==> src/rtl/control_sequencer_if.sv <==
// Control bundle between the SAP sequencer and the datapath it steers.
// Carries the opcode/flag inputs and every load strobe, bus enable and status output.
// master = sequencer side, slave = datapath side.
interface control_sequencer_if;
  // Datapath status into the sequencer
  logic [3:0] opcode;
  logic       carry;
  logic       zero;

  // Program counter
  logic       ep;
  logic       cp;
  logic       lp_n;

  // Memory address register and RAM
  logic       lm_n;
  logic       em;
  logic       wr;

  // Instruction register
  logic       li_n;
  logic       ei;

  // Accumulator, B register, ALU, flags
  logic       la_n;
  logic       ea;
  logic       lb_n;
  logic       eu;
  logic       su;
  logic       lf_n;

  // Output register and status
  logic       lo_n;
  logic       hlt;
  logic [2:0] tstate;

  modport master (
    input  opcode, carry, zero,
    output ep, cp, lp_n, lm_n, em, wr, li_n, ei,
           la_n, ea, lb_n, eu, su, lf_n, lo_n, hlt, tstate
  );

  modport slave (
    output opcode, carry, zero,
    input  ep, cp, lp_n, lm_n, em, wr, li_n, ei,
           la_n, ea, lb_n, eu, su, lf_n, lo_n, hlt, tstate
  );
endinterface

==> src/rtl/control_sequencer.sv <==
// Microcoded T1..T5 control unit for the 8-bit SAP bus computer.
// Latency: one T-state per clock; outputs are combinational from state, opcode and flags.
// No backpressure: the sequence free-runs until HLT, and only rst leaves HALT.
module control_sequencer (
  input  logic                       clk,
  input  logic                       rst,
  control_sequencer_if.master        ctl_if
);

  // Ring states plus the terminal HALT state
  typedef enum logic [2:0] {
    S_T1   = 3'd0,
    S_T2   = 3'd1,
    S_T3   = 3'd2,
    S_T4   = 3'd3,
    S_T5   = 3'd4,
    S_HALT = 3'd5
  } state_t;

  // Control word held in active-high sense; polarity is fixed up at the ports
  typedef struct packed {
    logic ep;   // PC -> bus
    logic cp;   // PC increment
    logic lp;   // PC <- bus
    logic lm;   // MAR <- bus
    logic em;   // RAM -> bus
    logic wr;   // RAM write
    logic li;   // IR <- bus
    logic ei;   // IR low nibble -> bus
    logic la;   // A <- bus
    logic ea;   // A -> bus
    logic lb;   // B <- bus
    logic eu;   // ALU -> bus
    logic su;   // ALU subtract
    logic lf;   // flags capture
    logic lo;   // OUT <- bus
    logic hlt;  // halted
  } ctrl_t;

  localparam logic [3:0] OP_LDA = 4'h0;
  localparam logic [3:0] OP_ADD = 4'h1;
  localparam logic [3:0] OP_SUB = 4'h2;
  localparam logic [3:0] OP_STA = 4'h3;
  localparam logic [3:0] OP_LDI = 4'h4;
  localparam logic [3:0] OP_JMP = 4'h5;
  localparam logic [3:0] OP_JC  = 4'h6;
  localparam logic [3:0] OP_JZ  = 4'h7;
  localparam logic [3:0] OP_OUT = 4'hE;
  localparam logic [3:0] OP_HLT = 4'hF;

  state_t     r_state;
  state_t     w_next_state;
  ctrl_t      w_ctrl;
  ctrl_t      w_act;
  logic [2:0] w_tstate;

  // State register: reset forces T1 immediately, independent of the clock
  always_ff @(posedge clk or posedge rst) begin
    if (rst) begin
      r_state <= S_T1;
    end else begin
      r_state <= w_next_state;
    end
  end

  // Next state: fixed five-step ring, with HLT diverting to HALT at the end of T3
  always_comb begin
    w_next_state = r_state;
    unique case (r_state)
      S_T1:    w_next_state = S_T2;
      S_T2:    w_next_state = S_T3;
      S_T3:    w_next_state = (ctl_if.opcode == OP_HLT) ? S_HALT : S_T4;
      S_T4:    w_next_state = S_T5;
      S_T5:    w_next_state = S_T1;
      S_HALT:  w_next_state = S_HALT;
      default: w_next_state = S_T1;
    endcase
  end

  // Microcode decode: fetch is opcode-independent, execute looks at opcode/flags
  always_comb begin
    w_ctrl = '0;
    unique case (r_state)
      S_T1: begin
        w_ctrl.ep = 1'b1;
        w_ctrl.lm = 1'b1;
      end

      S_T2: begin
        w_ctrl.em = 1'b1;
        w_ctrl.li = 1'b1;
        w_ctrl.cp = 1'b1;
      end

      S_T3: begin
        case (ctl_if.opcode)
          OP_LDA, OP_ADD, OP_SUB, OP_STA: begin
            w_ctrl.ei = 1'b1;
            w_ctrl.lm = 1'b1;
          end
          OP_LDI: begin
            w_ctrl.ei = 1'b1;
            w_ctrl.la = 1'b1;
          end
          OP_JMP: begin
            w_ctrl.ei = 1'b1;
            w_ctrl.lp = 1'b1;
          end
          // Conditional jumps: the target is always on the bus, only the load is gated
          OP_JC: begin
            w_ctrl.ei = 1'b1;
            w_ctrl.lp = ctl_if.carry;
          end
          OP_JZ: begin
            w_ctrl.ei = 1'b1;
            w_ctrl.lp = ctl_if.zero;
          end
          OP_OUT: begin
            w_ctrl.ea = 1'b1;
            w_ctrl.lo = 1'b1;
          end
          OP_HLT: begin
            w_ctrl.hlt = 1'b1;
          end
          default: begin
            w_ctrl = '0;
          end
        endcase
      end

      S_T4: begin
        case (ctl_if.opcode)
          OP_LDA: begin
            w_ctrl.em = 1'b1;
            w_ctrl.la = 1'b1;
          end
          OP_ADD, OP_SUB: begin
            w_ctrl.em = 1'b1;
            w_ctrl.lb = 1'b1;
          end
          OP_STA: begin
            w_ctrl.ea = 1'b1;
            w_ctrl.wr = 1'b1;
          end
          default: begin
            w_ctrl = '0;
          end
        endcase
      end

      S_T5: begin
        case (ctl_if.opcode)
          OP_ADD, OP_SUB: begin
            w_ctrl.eu = 1'b1;
            w_ctrl.la = 1'b1;
            w_ctrl.lf = 1'b1;
            w_ctrl.su = (ctl_if.opcode == OP_SUB);
          end
          default: begin
            w_ctrl = '0;
          end
        endcase
      end

      // Opcode and flags are deliberately ignored once halted
      S_HALT: begin
        w_ctrl.hlt = 1'b1;
      end

      default: begin
        w_ctrl = '0;
      end
    endcase
  end

  // Reset gating: outputs go inactive the moment rst rises, and T1 drives appear as it falls
  always_comb begin
    w_act    = rst ? '0 : w_ctrl;
    w_tstate = 3'd1;
    if (!rst) begin
      unique case (r_state)
        S_T1:    w_tstate = 3'd1;
        S_T2:    w_tstate = 3'd2;
        S_T3:    w_tstate = 3'd3;
        S_T4:    w_tstate = 3'd4;
        S_T5:    w_tstate = 3'd5;
        S_HALT:  w_tstate = 3'd0;
        default: w_tstate = 3'd1;
      endcase
    end
  end

  // Port mapping with the datapath's native strobe polarities
  assign ctl_if.ep     =  w_act.ep;
  assign ctl_if.cp     =  w_act.cp;
  assign ctl_if.lp_n   = ~w_act.lp;
  assign ctl_if.lm_n   = ~w_act.lm;
  assign ctl_if.em     =  w_act.em;
  assign ctl_if.wr     =  w_act.wr;
  assign ctl_if.li_n   = ~w_act.li;
  assign ctl_if.ei     =  w_act.ei;
  assign ctl_if.la_n   = ~w_act.la;
  assign ctl_if.ea     =  w_act.ea;
  assign ctl_if.lb_n   = ~w_act.lb;
  assign ctl_if.eu     =  w_act.eu;
  assign ctl_if.su     =  w_act.su;
  assign ctl_if.lf_n   = ~w_act.lf;
  assign ctl_if.lo_n   = ~w_act.lo;
  assign ctl_if.hlt    =  w_act.hlt;
  assign ctl_if.tstate =  w_tstate;

endmodule
==> src/flat_wrapper.sv <==
// flat-port wrapper written by rule: the top's interface ports become plain ports
module control_sequencer_flat 
  (clk, rst, ctl_if_opcode, ctl_if_carry, ctl_if_zero, ctl_if_ep, ctl_if_cp, ctl_if_lp_n, ctl_if_lm_n, ctl_if_em, ctl_if_wr, ctl_if_li_n, ctl_if_ei, ctl_if_la_n, ctl_if_ea, ctl_if_lb_n, ctl_if_eu, ctl_if_su, ctl_if_lf_n, ctl_if_lo_n, ctl_if_hlt, ctl_if_tstate);
  control_sequencer_if ctl_if_i ();
  input  logic clk;
  input  logic rst;
  input wire logic [$bits(ctl_if_i.opcode)-1:0] ctl_if_opcode;
  input wire logic [$bits(ctl_if_i.carry)-1:0] ctl_if_carry;
  input wire logic [$bits(ctl_if_i.zero)-1:0] ctl_if_zero;
  output wire logic [$bits(ctl_if_i.ep)-1:0] ctl_if_ep;
  output wire logic [$bits(ctl_if_i.cp)-1:0] ctl_if_cp;
  output wire logic [$bits(ctl_if_i.lp_n)-1:0] ctl_if_lp_n;
  output wire logic [$bits(ctl_if_i.lm_n)-1:0] ctl_if_lm_n;
  output wire logic [$bits(ctl_if_i.em)-1:0] ctl_if_em;
  output wire logic [$bits(ctl_if_i.wr)-1:0] ctl_if_wr;
  output wire logic [$bits(ctl_if_i.li_n)-1:0] ctl_if_li_n;
  output wire logic [$bits(ctl_if_i.ei)-1:0] ctl_if_ei;
  output wire logic [$bits(ctl_if_i.la_n)-1:0] ctl_if_la_n;
  output wire logic [$bits(ctl_if_i.ea)-1:0] ctl_if_ea;
  output wire logic [$bits(ctl_if_i.lb_n)-1:0] ctl_if_lb_n;
  output wire logic [$bits(ctl_if_i.eu)-1:0] ctl_if_eu;
  output wire logic [$bits(ctl_if_i.su)-1:0] ctl_if_su;
  output wire logic [$bits(ctl_if_i.lf_n)-1:0] ctl_if_lf_n;
  output wire logic [$bits(ctl_if_i.lo_n)-1:0] ctl_if_lo_n;
  output wire logic [$bits(ctl_if_i.hlt)-1:0] ctl_if_hlt;
  output wire logic [$bits(ctl_if_i.tstate)-1:0] ctl_if_tstate;
  assign ctl_if_i.opcode = ctl_if_opcode;
  assign ctl_if_i.carry = ctl_if_carry;
  assign ctl_if_i.zero = ctl_if_zero;
  assign ctl_if_ep = ctl_if_i.ep;
  assign ctl_if_cp = ctl_if_i.cp;
  assign ctl_if_lp_n = ctl_if_i.lp_n;
  assign ctl_if_lm_n = ctl_if_i.lm_n;
  assign ctl_if_em = ctl_if_i.em;
  assign ctl_if_wr = ctl_if_i.wr;
  assign ctl_if_li_n = ctl_if_i.li_n;
  assign ctl_if_ei = ctl_if_i.ei;
  assign ctl_if_la_n = ctl_if_i.la_n;
  assign ctl_if_ea = ctl_if_i.ea;
  assign ctl_if_lb_n = ctl_if_i.lb_n;
  assign ctl_if_eu = ctl_if_i.eu;
  assign ctl_if_su = ctl_if_i.su;
  assign ctl_if_lf_n = ctl_if_i.lf_n;
  assign ctl_if_lo_n = ctl_if_i.lo_n;
  assign ctl_if_hlt = ctl_if_i.hlt;
  assign ctl_if_tstate = ctl_if_i.tstate;
  control_sequencer u_core (.clk(clk), .rst(rst), .ctl_if(ctl_if_i));
endmodule
==> config.mk <==
export PLATFORM = sky130hd
export DESIGN_NAME = control_sequencer_flat
export DESIGN_NICKNAME = d
export VERILOG_FILES = /design/src/rtl/control_sequencer_if.sv /design/src/rtl/control_sequencer.sv /design/src/flat_wrapper.sv
export SDC_FILE = /design/constraint.sdc
export NUM_CORES = 1
export LEC_CHECK = 0
export ABC_AREA = 1
export BUFFER_PORTS_ARGS = -buffer_cell sky130_fd_sc_hd__buf_2
export CAP_MARGIN = 10
export CORE_AREA = 2 2 39 41
export DETAILED_ROUTE_END_ITERATION = 10
export DIE_AREA = 0 0 41 43
export SLEW_MARGIN = 20
export SYNTH_ARGS = -nofsm -noshare
export SYNTH_HDL_FRONTEND = slang
export SYNTH_SLANG_ARGS = --single-unit
export TNS_END_PERCENT = 100
==> constraint.sdc <==
create_clock -name clk -period 1.45 [get_ports clk]
set_input_delay 0.29 -clock clk [delete_from_list [all_inputs] [get_ports clk]]
set_output_delay 0.29 -clock clk [all_outputs]
set_load 0.01 [all_outputs]
==> flow_summary_export.csv, run 1 <==
group,metric,value,unit
sta,hold_slack,0.160,ns
synthesis,synth_seq_cells,3,
floorplan,die_area,1760,um^2
layout,final_common_cell,"buf_2",
power,comb_power_share,65.9,%
power,power_leakage,0.383,nW
power,seqPwrFrac,20.5,%
synthesis,synthesis.nets,79,
floorplan,die_h,43,um
global_routing,grt_pass1_vias,494,
sta,skew,0.00230,ns
clock_tree,cts_tree,"done",
clock_tree,clock_latency,0.24,ns
routing,vias,612,
place,io_buffers,26,
sta,finalCriticalPeriod,1.66,ns
worst_setup_path,critical_path_class,"reg -> out",
synthesis,avgSynthCellArea,5.55,um^2
layout,largest_reg_flops,3,
worst_setup_path,critPathTopFamily,"flip-flops",
worst_setup_path,cp-start-kind,"flip-flop",
floorplan,rows,14,
synthesis,synth.top_cell.area_share,19.0,%
sta,tns,-2.43,ns
floorplan,die_x,41,um
worst_setup_path,reg2regPathDepth,5,
clock_tree,path_clk_slew,0.04,ns
global_routing,track_usage,17.5,%
worst_setup_path,path_cells,"inv_4, nor3_4, inv_2, o21ai_1, buf_2",
worst_setup_path,crit_fanout,5,
clock_tree,root_buffer,"clkbuf_4",
routing,route.detailed.drc,0,
layout,antenna_cells,0,
layout,multi_input_area,333,um^2
floorplan,coreArea,1380,um^2
synthesis,synth_cell_types,19,
routing,first_pass_iters,4,
layout,layout-drive-gt1-share,60.9,%
sta,worst_pin_slew,0.258,ns
synthesis,yosys-top-cells-area,"dfrtp_1, nand2_1, nor2_1",
power,swShare,50.0,%
layout,fillers,145,
global_routing,antenna_found_initial,0,
layout,final_cell_mix,"buf_2, nand2_1, buf_4",
worst_setup_path,crit_buf_inv,3,
sta,clock.fmax,601,MHz
layout,largestRegisters,"u_core.r_state (3)",
worst_setup_path,crit_arrival,1.37,ns
routing,drtIter0Drc,9,
global_routing,grt_max_degree,9,
power,ir_drop,0.000590,V
sta,hold_violations,0,
worst_setup_path,critPathCaptureType,"primary output",
sta,setup_viol,19,
synthesis,synth_area_leader_cell,"dfrtp_1",
worst_setup_path,cpMaxStageDelayCell,"dfrtp_2",
sta,slew_headroom,82.7,%
routing,ant_nets,0,
clock_tree,ctsLongestPathBuffers,2,
place,dp_hpwl,960,um
synthesis,ys_seq_area_share,19.0,%
power,clock_power_share,13.6,%
power,power_density,1490,nW/um^2
power,p_int,554,uW
global_routing,grt_first_pass_wirelength,2.00,mm
sta,rsz0062_at_grt,"yes",
routing,routedWlPerCell,11.4,um
layout,finish.instance_area,743,um^2
layout,area_growth,88.6,%
worst_hold_path,hold_path.class,"in -> async",
routing,finalWirelength,1.44,mm
layout,regArea,78.8,um^2
layout,nets,119,
power,switching_power,553,uW
global_routing,grt-ovfl-total,0,
synthesis,synthCells,71,
layout,top_register,"u_core.r_state",
sta,finalCritPeriodShare,115,%
floorplan,ios,27,
run_status,violations,"setup timing",
clock_tree,cts_num_sinks,3,
job,cap_violations,0,
sta,fin_ws,-0.214,ns
run_status,outcome,"finished, violations left",
floorplan,initial_core_util,28.5,%
place,place_area,582,um^2
clock_tree,cts-htree-levels,1,
sta,slew_viol_final,0,
worst_setup_path,worstPathRequired,1.16,ns
worst_setup_path,cp.depth,5,
clock_tree,numCtsBuffers,3,
synthesis,yosys_warnings,0,
routing,viasPerCell,4.86,
place,routabilityCongestion,0.835,
synthesis,syn_area,394,um^2
worst_setup_path,max_stage_delay,0.47,ns
-- synth_stat cells --
master and number:
o21ai_0 1, nor2_2 3, nor4_1 1, buf_4 2
a21oi_1 3, clkinv_1 1, nand2_1 13, o2111ai_1 1
o21ai_1 2, dfrtp_1 3, o22ai_1 1, nor3_1 4
nor3_2 1, nor2_1 11, inv_1 7, inv_2 7
nand4_1 1, nor2_4 1, nand3_1 8
-- worst register-to-register path, cell delays in order, from the launching register on --
cell     delay, ns
dfrtp_2       0.47
inv_4         0.07
nor3_4        0.19
inv_2         0.10
buf_4         0.15
o22ai_1       0.13
-- cell families (layout without fill, tap and decap cells) --
kind of cell	Yosys count	after routing	synth area share, %
AO/OA/AOI/OAI	8	8	11.4
flip-flops	3	3	19.0
buffers and inverters	17	56	18.1
AND/OR/NAND/NOR	43	43	51.4
-- power groups by stage --
stage / Clock (mW) / Combinational, mW / Sequential [mW]
4_1_cts: 0.155 / 0.591 / 0.212
6_report: 0.151 / 0.730 / 0.227
3_5_place_dp: 0 / 0.487 / 0.185
2_1_floorplan: 0 / 0.332 / 0.165
3_3_place_gp: 0 / 0.485 / 0.186
5_1_grt: 0.168 / 0.795 / 0.233
-- path summary, 6_finish.rpt --
kind / start / to / slack (ns)
max: u_core.r_state[1] / ctl_if_tstate[1] / -0.21
min reg2reg: u_core.r_state[2] / u_core.r_state[1] / 0.62
min: rst / u_core.r_state[2] / 0.16
max reg2reg: u_core.r_state[1] / u_core.r_state[1] / 0.24
max in group asynchronous: rst / u_core.r_state[0] / 1.18
min in group clk: ctl_if_opcode[2] / u_core.r_state[1] / 0.53
-- layer usage --
metal  share of wire [%]  GRT usage [%]
met5                   0              0
met4                0.49           14.0
met3                 6.6           3.14
met2                  53           25.9
met1                  39           20.8
-- stage by stage --
stage	std cells	power [mW]	utilization, %	setup WS (ns)
after global placement	118	0.672	42.0	0.0397
after detailed placement	118	0.672	42.0	0.0130
after floorplan	71	0.497	-	0.0821
final	126	1.11	53.7	-0.214
after CTS	123	0.958	48.6	-0.176
after global routing	126	1.20	53.7	-0.284
-- final cells by class --
| type | count | share of cell area [%] |
|---|---|---|
| Multi-Input combinational cell | 51 | 44.8 |
| Timing Repair Buffer | 37 | 30.5 |
| Sequential cell | 3 | 10.6 |
| Inverter | 15 | 7.91 |
| Clock buffer | 4 | 3.54 |
| Tap cell | 16 | 2.69 |
-- what timing repair did --
action                                  CTS  global route
pin swaps                                 3             8
gates resized for setup                  13            13
buffers inserted                          1             3
endpoints found under the setup margin   18            19
hold buffers                              0             0
No activity file was read; power rests on OpenSTA's default activity.
==> run 2, diff against run 1 <==
Clock period 1.45 ns to 1.8 ns, I/O delays scaled along.
==> flow_summary_export.csv, run 2 (synthesis results as in run 1) <==
group,metric,value,unit
run_status,outcome,"completed",
floorplan,die_area,1760,um^2
sta,clock.fmax,594,MHz
worst_setup_path,crit_arrival,1.32,ns
floorplan,coreArea,1380,um^2
layout,nets,110,
routing,viasPerCell,4.62,
global_routing,track_usage,13.5,%
layout,largestRegisters,"u_core.r_state (3)",
sta,hold_slack,0.0396,ns
worst_setup_path,cpMaxStageDelayCell,"dfrtp_1",
layout,largest_reg_flops,3,
worst_setup_path,r2r_start,"u_core.r_state[0]",
layout,layout-drive-gt1-share,45.5,%
worst_setup_path,cp-start-kind,"flip-flop",
worst_setup_path,timing.critical_path.from,"u_core.r_state[1]",
clock_tree,cts-htree-levels,1,
layout,antenna_cells,0,
place,numPlacedInstances,113,
worst_setup_path,crit_fanout,5,
clock_tree,clock_latency,0.23,ns
global_routing,grt_first_pass_wirelength,1.64,mm
floorplan,rows,14,
place,dp_hpwl,889,um
worst_setup_path,reg2regPathDepth,6,
worst_setup_path,r2r_slack,0.74,ns
sta,slew_viol_final,0,
global_routing,grt_max_degree,11,
floorplan,ios,27,
global_routing,antenna_found_initial,0,
sta,worst_pin_slew,0.273,ns
worst_hold_path,hold_path.class,"in -> async",
clock_tree,cts_tree,"done",
sta,finalCriticalPeriod,1.68,ns
worst_setup_path,critPathTopFamily,"flip-flops",
routing,ant_nets,0,
sta,skew,0.00233,ns
layout,area_growth,48.3,%
worst_setup_path,crit_buf_inv,3,
routing,routedWlPerCell,9.75,um
clock_tree,path_clk_slew,0.04,ns
sta,fin_ws,0.115,ns
sta,slew_headroom,81.7,%
floorplan,die_h,43,um
sta,tns,0,ns
power,power_density,1120,nW/um^2
job,cap_violations,0,
sta,finalCritPeriodShare,93.6,%
power,report.power.total,657,uW
routing,first_pass_iters,4,
routing,finalWirelength,1.14,mm
worst_setup_path,critPathCaptureType,"primary output",
layout,final_common_cell,"buf_2",
routing,route.detailed.drc,0,
clock_tree,ctsLongestPathBuffers,2,
layout,layout.cells.non_filler,117,
global_routing,grt-ovfl-total,0,
worst_setup_path,cp.depth,6,
worst_setup_path,max_stage_delay,0.45,ns
sta,hold_violations,0,
clock_tree,cts_num_sinks,3,
floorplan,die_x,41,um
worst_setup_path,r2r-end,"u_core.r_state[2]",
power,ir_drop,0.000456,V
layout,final_cell_mix,"buf_2, nand2_1, nor2_1",
place,dpl_worst_slack,0.223,ns
global_routing,grt_pass1_vias,423,
layout,top_register,"u_core.r_state",
clock_tree,numCtsBuffers,3,
place,io_buffers,26,
worst_setup_path,path_common_cell,"inv_2",
floorplan,initial_core_util,28.5,%
clock_tree,root_buffer,"clkbuf_4",
worst_setup_path,path_cells,"inv_2, nor3_4, inv_2, nor2_1, nand3_1, buf_2",
power,power_leakage,0.319,nW
sta,setup_viol,0,
place,routabilityCongestion,0.760,
worst_setup_path,critical_path_class,"reg -> out",
worst_setup_path,cp-endpoint,"ctl_if_lp_n",
routing,drtIter0Drc,20,
clock_tree,hold_buffers,0,
worst_setup_path,worstPathRequired,1.44,ns
routing,vias,540,
clock_tree,cts_setup_buffers,0,
[run 2: cell count changes in the layout (fill, tap and decap cells not counted), sizes merged]
cell	previous run	this run
buf	37	28
[run 2: power breakdown]
group | total [mW] | internal [mW] | switching [mW] | leakage [nW]
Combinational | 0.364 | 0.137 | 0.227 | 0.270
Clock | 0.115 | 0.0828 | 0.0317 | 0.0150
Sequential | 0.178 | 0.103 | 0.0745 | 0.0347
[run 2: worst min path at each step]
stage / to / depth (start not counted) / slack, ns / from
detailed placement: u_core.r_state[0] / 2 / 0.28 / rst
global placement: u_core.r_state[0] / 2 / 0.28 / rst
floorplan: u_core.r_state[0] / 2 / 0.30 / rst
finish: u_core.r_state[0] / 2 / 0.04 / rst
CTS: u_core.r_state[0] / 2 / 0.03 / rst
global route: u_core.r_state[0] / 2 / 0.04 / rst
[run 2: cell type report]
| cell class | count | area (um^2) |
|---|---|---|
| sequential | 3 | 77.6 |
| timing repair buffer | 28 | 145 |
| inverter | 15 | 56.3 |
| tap | 16 | 20.0 |
| multi-input combinational | 51 | 259 |
| fill | 157 | 800 |
| clock buffer | 4 | 26.3 |
[run 2: per-layer routing]
layer / wire length (um) / GRT usage [%] / vias to the layer above
li1: - / - / 290
met1: 505 / 16.7 / 234
met2: 570 / 20.0 / 16
met3: 65 / 6.28 / 0
met4: 0 / 4.00 / 0
met5: 0 / 0 / -
[run 2: timing repair]
action / CTS / global route
resized for setup: 1 / 3
cloned: 0 / 0
setup endpoints to repair: 1 / 8
[run 2: stage by stage]
| stage | instance area (um^2) | util [%] |
|---|---|---|
| after CTS | 572 | 41.3 |
| after floorplan | 394 | - |
| final | 584 | 42.2 |
| after global placement | 544 | 39.3 |
| after detailed placement | 544 | 39.3 |
| after global routing | 584 | 42.2 |
